`config.mk`:
```
export PLATFORM = sky130hd
export DESIGN_NAME = add_state_pipe
export DESIGN_NICKNAME = d
export VERILOG_FILES = /design/src/rtl/add_state_pipe.sv
export SDC_FILE = /design/constraint.sdc
export NUM_CORES = 1
export LEC_CHECK = 0
export ABC_AREA = 1
export CORE_AREA = 2 2 152 266
export DETAILED_ROUTE_END_ITERATION = 10
export DIE_AREA = 0 0 154 268
export SLEW_MARGIN = 10
export SYNTH_ARGS = -nofsm -noshare
export SYNTH_HDL_FRONTEND = slang
export SYNTH_SLANG_ARGS = --single-unit
```
`constraint.sdc`:
```
create_clock -name clock -period 9.5 [get_ports clock]
set_input_delay 1.425 -clock clock [delete_from_list [all_inputs] [get_ports clock]]
set_output_delay 1.425 -clock clock [all_outputs]
set_load 0.01 [all_outputs]
```
`src/rtl/add_state_pipe.sv`:
```
// Mantissa add/subtract stage of the HCORDIC floating-point pipeline.
// Combinational sign-magnitude add feeding a two-entry (main + skid) output buffer.
module add_state_pipe #(
    parameter  int MANT_W = 27,
    parameter  int EXP_W  = 8,
    parameter  int BIAS   = 127,
    parameter  int FRAC_W = 23,
    parameter  int TAG_W  = 8,
    localparam int OP_W   = 1 + EXP_W + MANT_W,
    localparam int S_W    = 1 + EXP_W + FRAC_W
) (
    input  logic              clock,
    input  logic              reset,
    input  logic              in_valid,
    output logic              in_ready,
    input  logic [1:0]        idle_in,
    input  logic [OP_W-1:0]   c_in,
    input  logic [OP_W-1:0]   z_in,
    input  logic [S_W-1:0]    s_in,
    input  logic [1:0]        mode_in,
    input  logic              operation_in,
    input  logic              natlog_in,
    input  logic [TAG_W-1:0]  tag_in,
    output logic              out_valid,
    input  logic              out_ready,
    output logic [1:0]        idle_out,
    output logic [1:0]        mode_out,
    output logic              operation_out,
    output logic              natlog_out,
    output logic [TAG_W-1:0]  tag_out,
    output logic [S_W-1:0]    s_out,
    output logic [MANT_W:0]   sum_out,
    output logic              exp_mismatch
);

    localparam logic [1:0]       PUT_IDLE = 2'b10;
    localparam logic [EXP_W-1:0] BIAS_V   = EXP_W'(BIAS);

    typedef struct packed {
        logic [1:0]       idle;
        logic [1:0]       mode;
        logic             operation;
        logic             natlog;
        logic [TAG_W-1:0] tag;
        logic [S_W-1:0]   s;
        logic [MANT_W:0]  sum;
        logic             mismatch;
    } beat_t;

    typedef enum logic [1:0] {
        OCC_EMPTY = 2'd0,
        OCC_MAIN  = 2'd1,
        OCC_FULL  = 2'd2
    } occ_t;

    logic              c_sign;
    logic              z_sign;
    logic [EXP_W-1:0]  c_exp;
    logic [EXP_W-1:0]  z_exp;
    logic [MANT_W-1:0] c_mant;
    logic [MANT_W-1:0] z_mant;
    logic [EXP_W-1:0]  exp_unbiased;
    logic              res_sign;
    logic [MANT_W:0]   res_sum;
    logic              accept;
    beat_t             new_beat;
    beat_t             main_q;
    beat_t             skid_q;
    occ_t              occ;

    assign c_sign       = c_in[OP_W-1];
    assign z_sign       = z_in[OP_W-1];
    assign c_exp        = c_in[OP_W-2 -: EXP_W];
    assign z_exp        = z_in[OP_W-2 -: EXP_W];
    assign c_mant       = c_in[MANT_W-1:0];
    assign z_mant       = z_in[MANT_W-1:0];
    assign exp_unbiased = c_exp - BIAS_V;
    assign accept       = in_valid && in_ready;

    // Sign-magnitude add: the larger magnitude decides the sign, and an exact zero is always positive.
    always_comb begin
        res_sum  = '0;
        res_sign = 1'b0;
        if (c_sign == z_sign) begin
            res_sum  = {1'b0, c_mant} + {1'b0, z_mant};
            res_sign = c_sign;
        end else if (c_mant >= z_mant) begin
            res_sum  = {1'b0, c_mant - z_mant};
            res_sign = c_sign;
        end else begin
            res_sum  = {1'b0, z_mant - c_mant};
            res_sign = z_sign;
        end
        if (res_sum == '0) begin
            res_sign = 1'b0;
        end
    end

    always_comb begin
        new_beat           = '0;
        new_beat.idle      = idle_in;
        new_beat.mode      = mode_in;
        new_beat.operation = operation_in;
        new_beat.natlog    = natlog_in;
        new_beat.tag       = tag_in;
        if (idle_in == PUT_IDLE) begin
            new_beat.s        = s_in;
            new_beat.sum      = '0;
            new_beat.mismatch = 1'b0;
        end else begin
            new_beat.s        = {res_sign, exp_unbiased, {FRAC_W{1'b0}}};
            new_beat.sum      = res_sum;
            new_beat.mismatch = (c_exp != z_exp);
        end
    end

    // Main register is what the consumer sees; skid catches one beat while main is stalled.
    always_ff @(posedge clock or posedge reset) begin
        if (reset) begin
            occ       <= OCC_EMPTY;
            main_q    <= '0;
            skid_q    <= '0;
            out_valid <= 1'b0;
            in_ready  <= 1'b0;
        end else begin
            case (occ)
                OCC_EMPTY: begin
                    in_ready <= 1'b1;
                    if (accept) begin
                        main_q    <= new_beat;
                        out_valid <= 1'b1;
                        occ       <= OCC_MAIN;
                    end
                end
                OCC_MAIN: begin
                    if (out_ready) begin
                        if (accept) begin
                            main_q <= new_beat;
                        end else begin
                            out_valid <= 1'b0;
                            occ       <= OCC_EMPTY;
                        end
                    end else if (accept) begin
                        skid_q   <= new_beat;
                        in_ready <= 1'b0;
                        occ      <= OCC_FULL;
                    end
                end
                OCC_FULL: begin
                    if (out_ready) begin
                        main_q   <= skid_q;
                        in_ready <= 1'b1;
                        occ      <= OCC_MAIN;
                    end
                end
                default: begin
                    out_valid <= 1'b0;
                    in_ready  <= 1'b1;
                    occ       <= OCC_EMPTY;
                end
            endcase
        end
    end

    assign idle_out      = main_q.idle;
    assign mode_out      = main_q.mode;
    assign operation_out = main_q.operation;
    assign natlog_out    = main_q.natlog;
    assign tag_out       = main_q.tag;
    assign s_out         = main_q.s;
    assign sum_out       = main_q.sum;
    assign exp_mismatch  = main_q.mismatch;

endmodule

```
==> flow_metrics.tcl, run 1 <==
set metrics [dict create \
    syn_avg_cell_area_um2 6.31 \
    required_ns 9.82 \
    grt_pass1_vias 13500 \
    rows 96 \
    internal_power_mw 1.96 \
    synth_cells 2083 \
    drtIter0Drc 894 \
    end_kind "register" \
    nets 2431 \
    rsz0062_at_grt "false" \
    die_h_um 268 \
    synth-seq-area-share 0.293 \
    synth_cell_types 43 \
    clk_pin_slew_ns 0.06 \
    stdcell_area_um2 16000 \
    synth.ff_latch_count 154 \
    clock_skew_ns 0.00982 \
    clk_latency_ns 0.43 \
    synth_compound_area_frac 0.130 \
    p_total_mw 3.32 \
    drv_slew 0 \
    wl_per_cell_um 18.8 \
    synthAdderAreaFrac 0.0827 \
    synth_simple_gate_area_frac 0.362 \
    outcome "finished clean" \
    drv_cap 0 \
    switching_share 0.409 \
    antenna_cells 0 \
    leakagePower_nw 8.21 \
    synth_top_family_by_area "simple AND/OR/NAND/NOR gates" \
    fillerInstances 4231 \
    num_io_pins 199 \
    power_density_nw_per_um2 208 \
    path_max_fanout 27 \
    core_area_um2 39000 \
    antenna_found_initial 0 \
    fin_util 0.409 \
    max-clock-path-buffers 2 \
    post_cts_buffers 0 \
    timing.final.crit_share 0.530 \
    drt-pass1-iter-count 5 \
    finalHoldViolCount 0 \
    fmax_mhz 199 \
    yosysWarnings 0 \
    place.gp.congestion 0.996 \
    hold_buffers 0 \
    grt_pass1_wl_mm 77.4 \
    clkPwrFrac 0.204 \
    via_count 13800 \
    grt_max_degree 97 \
    portBuffers 198 \
    cp.arrival_ns 5.35 \
    min_path_type "register to register" \
    period_needed_ns 5.03 \
    setup_viol_count_final 0 \
    seqCellArea_um2 3850 \
    multi_input_comb_area_um2 7860 \
    grt-ovfl-total 0 \
    drive_above_1_share 0.0514 \
    dieArea_um2 41300 \
    areaGrowthSynthToFinish_pct 21.6 \
    start_util 0.337 \
    peakVddDrop_mv 0.113 \
    cts_inserted_buffers 17 \
    reg2reg_slack_ns 6.89 \
    antenna_left 0 \
    relSlewSlack 0.235 \
    p_sw_mw 1.36 \
    startpoint_type "primary input" \
    place_hpwl_mm 40.8 \
    cts_tree "done" \
    drc_errors 0 \
    syn_nets 2290 \
    criticalPathCategory "primary input to register" \
    h-tree-depth 4 \
    clock-sinks 154 \
    muxShareOfSynthArea 0.000762 \
    grt.total_usage 0.247 \
    via_per_inst 5.07 \
    syn-cell-area_um2 13100 \
    cts_root_buf "clkbuf_16" \
    synth-xor-area-share 0.0213 \
    worst-slew-pin-transition_ns 1.15 \
    tns_ns 0 \
    finalWirelength_mm 51.4 \
    die_x_um 154 \
    p_seq_frac 0.334 \
    cts_resized 0 \
    dpl_cell_area_um2 15400 \
    combPwrFrac 0.462 \
]
## final timing paths
path,from,endpoint,cells past startpoint
max,c_in[23],s_out[31],22
min,skid_q[49],skid_q[49],2
min in group asynchronous,reset,tag_out[7],2
max reg2reg,occ[1],sum_out[2],8
min reg2reg,skid_q[49],skid_q[49],2
max in group asynchronous,reset,skid_q[51],3
## kinds of logic (layout without fill, tap and decap cells)
logic type,count (synthesis),count (layout)
simple gates,1148,1148
buf+inv,351,505
compound gates,312,312
flops,154,154
fa+ha+maj,85,85
xor+xnor,32,32
mux,1,1
## final cells by class
cell class,instances,area share
tap,490,0.0384
sequential,154,0.241
inverter,264,0.0624
clock buffer,19,0.0284
timing repair buffer,209,0.129
clock inverter,13,0.00823
multi-input combinational,1578,0.492
## cell usage in the layout (no fill, tap or decap), types with 18 or more instances in the layout
cell type,netlist,final
a21oi_1,120,120
a31oi_1,40,40
clkdlybuf4s50_1,0,198
dfrtp_1,154,154
ha_1,82,82
inv_1,248,245
inv_2,16,18
nand2_1,750,749
nand3_1,142,142
nand4_1,19,19
nor2_1,184,181
o21ai_0,118,118
xor2_1,20,20
## registers in the layout, summed over array words and instances (netlist names)
| register | flops |
|---|---|
| out_valid | 1 |
| occ | 2 |
| idle_out | 2 |
| s_out | 32 |
| mode_out | 2 |
| operation_out | 1 |
| tag_out | 8 |
| natlog_out | 1 |
| skid_q | 75 |
| exp_mismatch | 1 |
| in_ready | 1 |
| sum_out | 28 |
## routing by layer
layer	global-route usage	up-vias	routed length, um
met3	0.0192	156	1780
met2	0.473	465	27300
met4	0.177	0	4050
met5	0	-	0
met1	0.249	6368	18300
li1	-	6830	-
## stage by stage
stage	std cells	worst slack, ns	hold slack [ns]
after floorplan	2083	3.93	0.442
after global placement	2695	4.03	0.453
after detailed placement	2695	4.08	0.459
after CTS	2727	4.55	0.474
after global routing	2727	4.21	0.488
final	2727	4.47	0.470
## worst max-delay path: stages
cell             delay, ns
clkdlybuf4s50_1       0.51
inv_1                 0.06
ha_1                  0.53
nand2_1               0.17
nor2_1                0.42
nand2_2               0.20
nor2_2                0.14
nand2_2               0.26
nand3_4               0.43
nand2_1               0.12
nand3_2               0.09
nand2_2               0.06
inv_2                 0.06
nand2_1               0.04
nor2_1                0.25
nand3_1               0.12
nor2_1                0.10
nand2_1               0.06
nand2_1               0.07
nand3_1               0.07
nand2_1               0.10
nand2_1               0.04
## synthesized netlist by cell type
| cell | n | share of area |
|---|---|---|
| nand2_2 | 16 | 0.0076 |
| nand4_1 | 19 | 0.0090 |
| nor3_1 | 6 | 0.0023 |
| a21o_1 | 2 | 0.0011 |
| nor2_4 | 7 | 0.0060 |
| o21a_1 | 8 | 0.0046 |
| and2_0 | 1 | 0.00048 |
| nand2_4 | 4 | 0.0034 |
| a2111oi_0 | 1 | 0.00067 |
| a22oi_1 | 1 | 0.00057 |
| o21ai_0 | 118 | 0.045 |
| nor2_1 | 184 | 0.053 |
| nand3b_1 | 1 | 0.00057 |
| buf_2 | 6 | 0.0023 |
| a21oi_1 | 120 | 0.046 |
| a211oi_1 | 1 | 0.00057 |
| nand2_1 | 750 | 0.21 |
| nor2_2 | 4 | 0.0019 |
| nand3_2 | 8 | 0.0061 |
| nand3_4 | 1 | 0.0013 |
| o311ai_0 | 1 | 0.00067 |
| nand3_1 | 142 | 0.054 |
| buf_6 | 9 | 0.0077 |
| mux2i_1 | 1 | 0.00076 |
| inv_2 | 16 | 0.0046 |
| xnor2_1 | 12 | 0.0080 |
| o21bai_1 | 6 | 0.0034 |
| clkbuf_1 | 52 | 0.015 |
| a31oi_1 | 40 | 0.019 |
| fa_1 | 3 | 0.0046 |
| or2_2 | 5 | 0.0024 |
| o21ai_1 | 3 | 0.0011 |
| inv_1 | 248 | 0.071 |
| a21oi_4 | 1 | 0.0012 |
| o22ai_1 | 1 | 0.00048 |
| o41ai_1 | 1 | 0.00067 |
| a21oi_2 | 3 | 0.0020 |
| dfrtp_1 | 154 | 0.29 |
| o211ai_1 | 5 | 0.0029 |
| ha_1 | 82 | 0.078 |
| xor2_1 | 20 | 0.013 |
| buf_4 | 14 | 0.0080 |
| buf_1 | 6 | 0.0017 |
## power groups by stage
stage / combinational, mW / clock [mW] / sequential [mW]
final: 1.53 / 0.677 / 1.11
after global routing: 1.70 / 0.721 / 1.15
after CTS: 1.55 / 0.696 / 1.11
after detailed placement: 1.54 / 0 / 1.12
after global placement: 1.53 / 0 / 1.11
after floorplan: 0.793 / 0 / 1.17
Note: power is estimated with default switching activity, not from simulation.
==> run 2, diff against run 1 <==
==> constraint.sdc (replaced) <==
create_clock -name clock -period 4.35 [get_ports clock]
set_input_delay 0.6525 -clock clock [delete_from_list [all_inputs] [get_ports clock]]
set_output_delay 0.6525 -clock clock [all_outputs]
set_load 0.01 [all_outputs]
==> flow_metrics.tcl, run 2 (same netlist as run 1, synthesis figures left out) <==
set metrics [dict create \
    top_register "skid_q" \
    clock_skew_ns 0.0106 \
    final_cell_mix "749 x nand2_1, 245 x inv_1, 198 x clkdlybuf4s50_1" \
    drv_slew 0 \
    finalHoldViolCount 0 \
    grt-ovfl-total 0 \
    path_cells "clkdlybuf4s50_1 > inv_1 > ha_1 > nand2_1 > nand3_1 > nand2_1 > nand3_2 > nand2_2 > inv_2 > nor2_4 > nand3_1 > nand3_1 > nand2_1 > inv_2 > nand2_1 > nor2_1 > nand2_1 > nor2_1 > nand2_1 > nand2_1 > nand3_1 > nand2_1 > nand2_1" \
    start_util 0.337 \
    die_h_um 268 \
    antenna_left 0 \
    cts_inserted_buffers 17 \
    power_density_nw_per_um2 442 \
    period_needed_ns 3.96 \
    outcome "finished clean" \
    grt_max_degree 155 \
    reg2reg_slack_ns 2.33 \
    startpoint_type "primary input" \
    criticalPathCategory "primary input to register" \
    grt_pass1_wl_mm 78.7 \
    cts_tree "done" \
    drc_errors 0 \
    h-tree-depth 4 \
    clk_pin_slew_ns 0.06 \
    crit_cells 23 \
    rows 96 \
    worstReg2RegEnd "sum_out[11]" \
    timing.final.crit_share 0.911 \
    end_kind "register" \
    setup_viol_count_final 0 \
    leakagePower_nw 8.53 \
    place.gp.congestion 0.947 \
    place_hpwl_mm 41.4 \
    drtIter0Drc 881 \
    min_to "skid_q[73]" \
    rsz0062_at_grt "false" \
    setup_ws_ns 0.388 \
    antenna_found_initial 0 \
    required_ns 4.66 \
    drt-pass1-iter-count 5 \
    areaGrowthSynthToFinish_pct 25.5 \
    slowest_delay_ns 0.51 \
    die_x_um 154 \
    num_io_pins 199 \
    critPathSlowestCell "clkdlybuf4s50_1" \
    fmax_mhz 252 \
    largest_reg_flops 75 \
    cts_resized 0 \
    critPathTopFamily "simple AND/OR/NAND/NOR gates" \
    cp.arrival_ns 4.27 \
    grt.total_usage 0.250 \
    stdcell_area_um2 16500 \
    p_total_mw 7.30 \
    core_area_um2 39000 \
    pre_cts_slack_ns -0.0526 \
    cpMostUsedCell "nand2_1" \
    via_count 14000 \
    post_cts_buffers 0 \
    hold_buffers 0 \
    drive_above_1_share 0.0793 \
    portBuffers 198 \
    cts_root_buf "clkbuf_16" \
    fillerInstances 4233 \
    holdPathStages 2 \
    holdWs_ns 0.472 \
    hold_start "skid_q[73]" \
    worst-path-buf-inv 4 \
    dieArea_um2 41300 \
    drv_cap 0 \
    path_max_fanout 15 \
    reg2reg_depth 7 \
    antenna_cells 0 \
    nets 2501 \
    finalWirelength_mm 51.8 \
    final_common_cell "nand2_1" \
    grt_pass1_vias 13900 \
    worst-slew-pin-transition_ns 1.14 \
    max-clock-path-buffers 2 \
    via_per_inst 5.00 \
    worstReg2RegStart "occ[1]" \
    min_path_type "register to register" \
    wl_per_cell_um 18.5 \
    clk_latency_ns 0.42 \
    relSlewSlack 0.240 \
    dpl_cell_area_um2 15900 \
    clock-sinks 154 \
    peakVddDrop_mv 0.218 \
]
run 2: changes by cell type in the layout (fill, tap and decap cells not counted):
cell / previous run / this run
clkbuf_8: 2 / 0
clkinv_2: 0 / 2
buf_12: 0 / 2
clkbuf_1: 0 / 2
inv_6: 8 / 3
buf_4: 11 / 79
clkinvlp_4: 3 / 6
run 2: worst max-delay path by stage:
stage	from	endpoint
floorplan	c_in[22]	s_out[31]
global placement	c_in[8]	s_out[31]
detailed placement	c_in[2]	s_out[31]
CTS	c_in[2]	s_out[31]
global route	c_in[5]	s_out[31]
finish	c_in[2]	s_out[31]
run 2: cell type report:
class                   instances  area [um2]  share of cell area
flip-flops and latches        154        3850               0.234
clock inverters                13         121             0.00736
repair buffers                279        2620               0.159
inverters                     264         995              0.0603
clock buffers                  19         433              0.0263
multi-input cells            1578        7860               0.477
well taps                     490         613              0.0372
run 2: routing by layer:
metal / GRT usage / routed length [um] / vias to the layer above
met1: 0.256 / 18900 / 6527
met4: 0.140 / 3020 / 0
met2: 0.492 / 28300 / 361
met5: 0 / 0 / -
met3: 0.0227 / 1610 / 117
li1: - / - / 6974
run 2: worst register-to-register path, cell delays in order (launching register included):
cell and delay [ns]:
dfrtp_1 0.39, inv_1 0.10, nor2_4 0.10, buf_4 0.76
a21oi_1 0.22, o21ai_0 0.13, buf_4 0.17, nand2_1 0.05
run 2: where the power goes:
part           total [mW]  internal [mW]  switching [mW]  leakage, nW
sequential           2.43           2.08           0.345         1.91
clock                1.41          0.791           0.617        0.256
combinational        3.46           1.47            1.99         6.36
total                7.30           4.34            2.95         8.53
run 2: through the flow:
stage	utilization	instances	setup TNS, ns
after floorplan	-	2083	0
after global placement	0.408	2765	-0.0863
after detailed placement	0.408	2765	-0.0526
after CTS	0.422	2797	0
after global routing	0.422	2797	0
final	0.422	2797	0
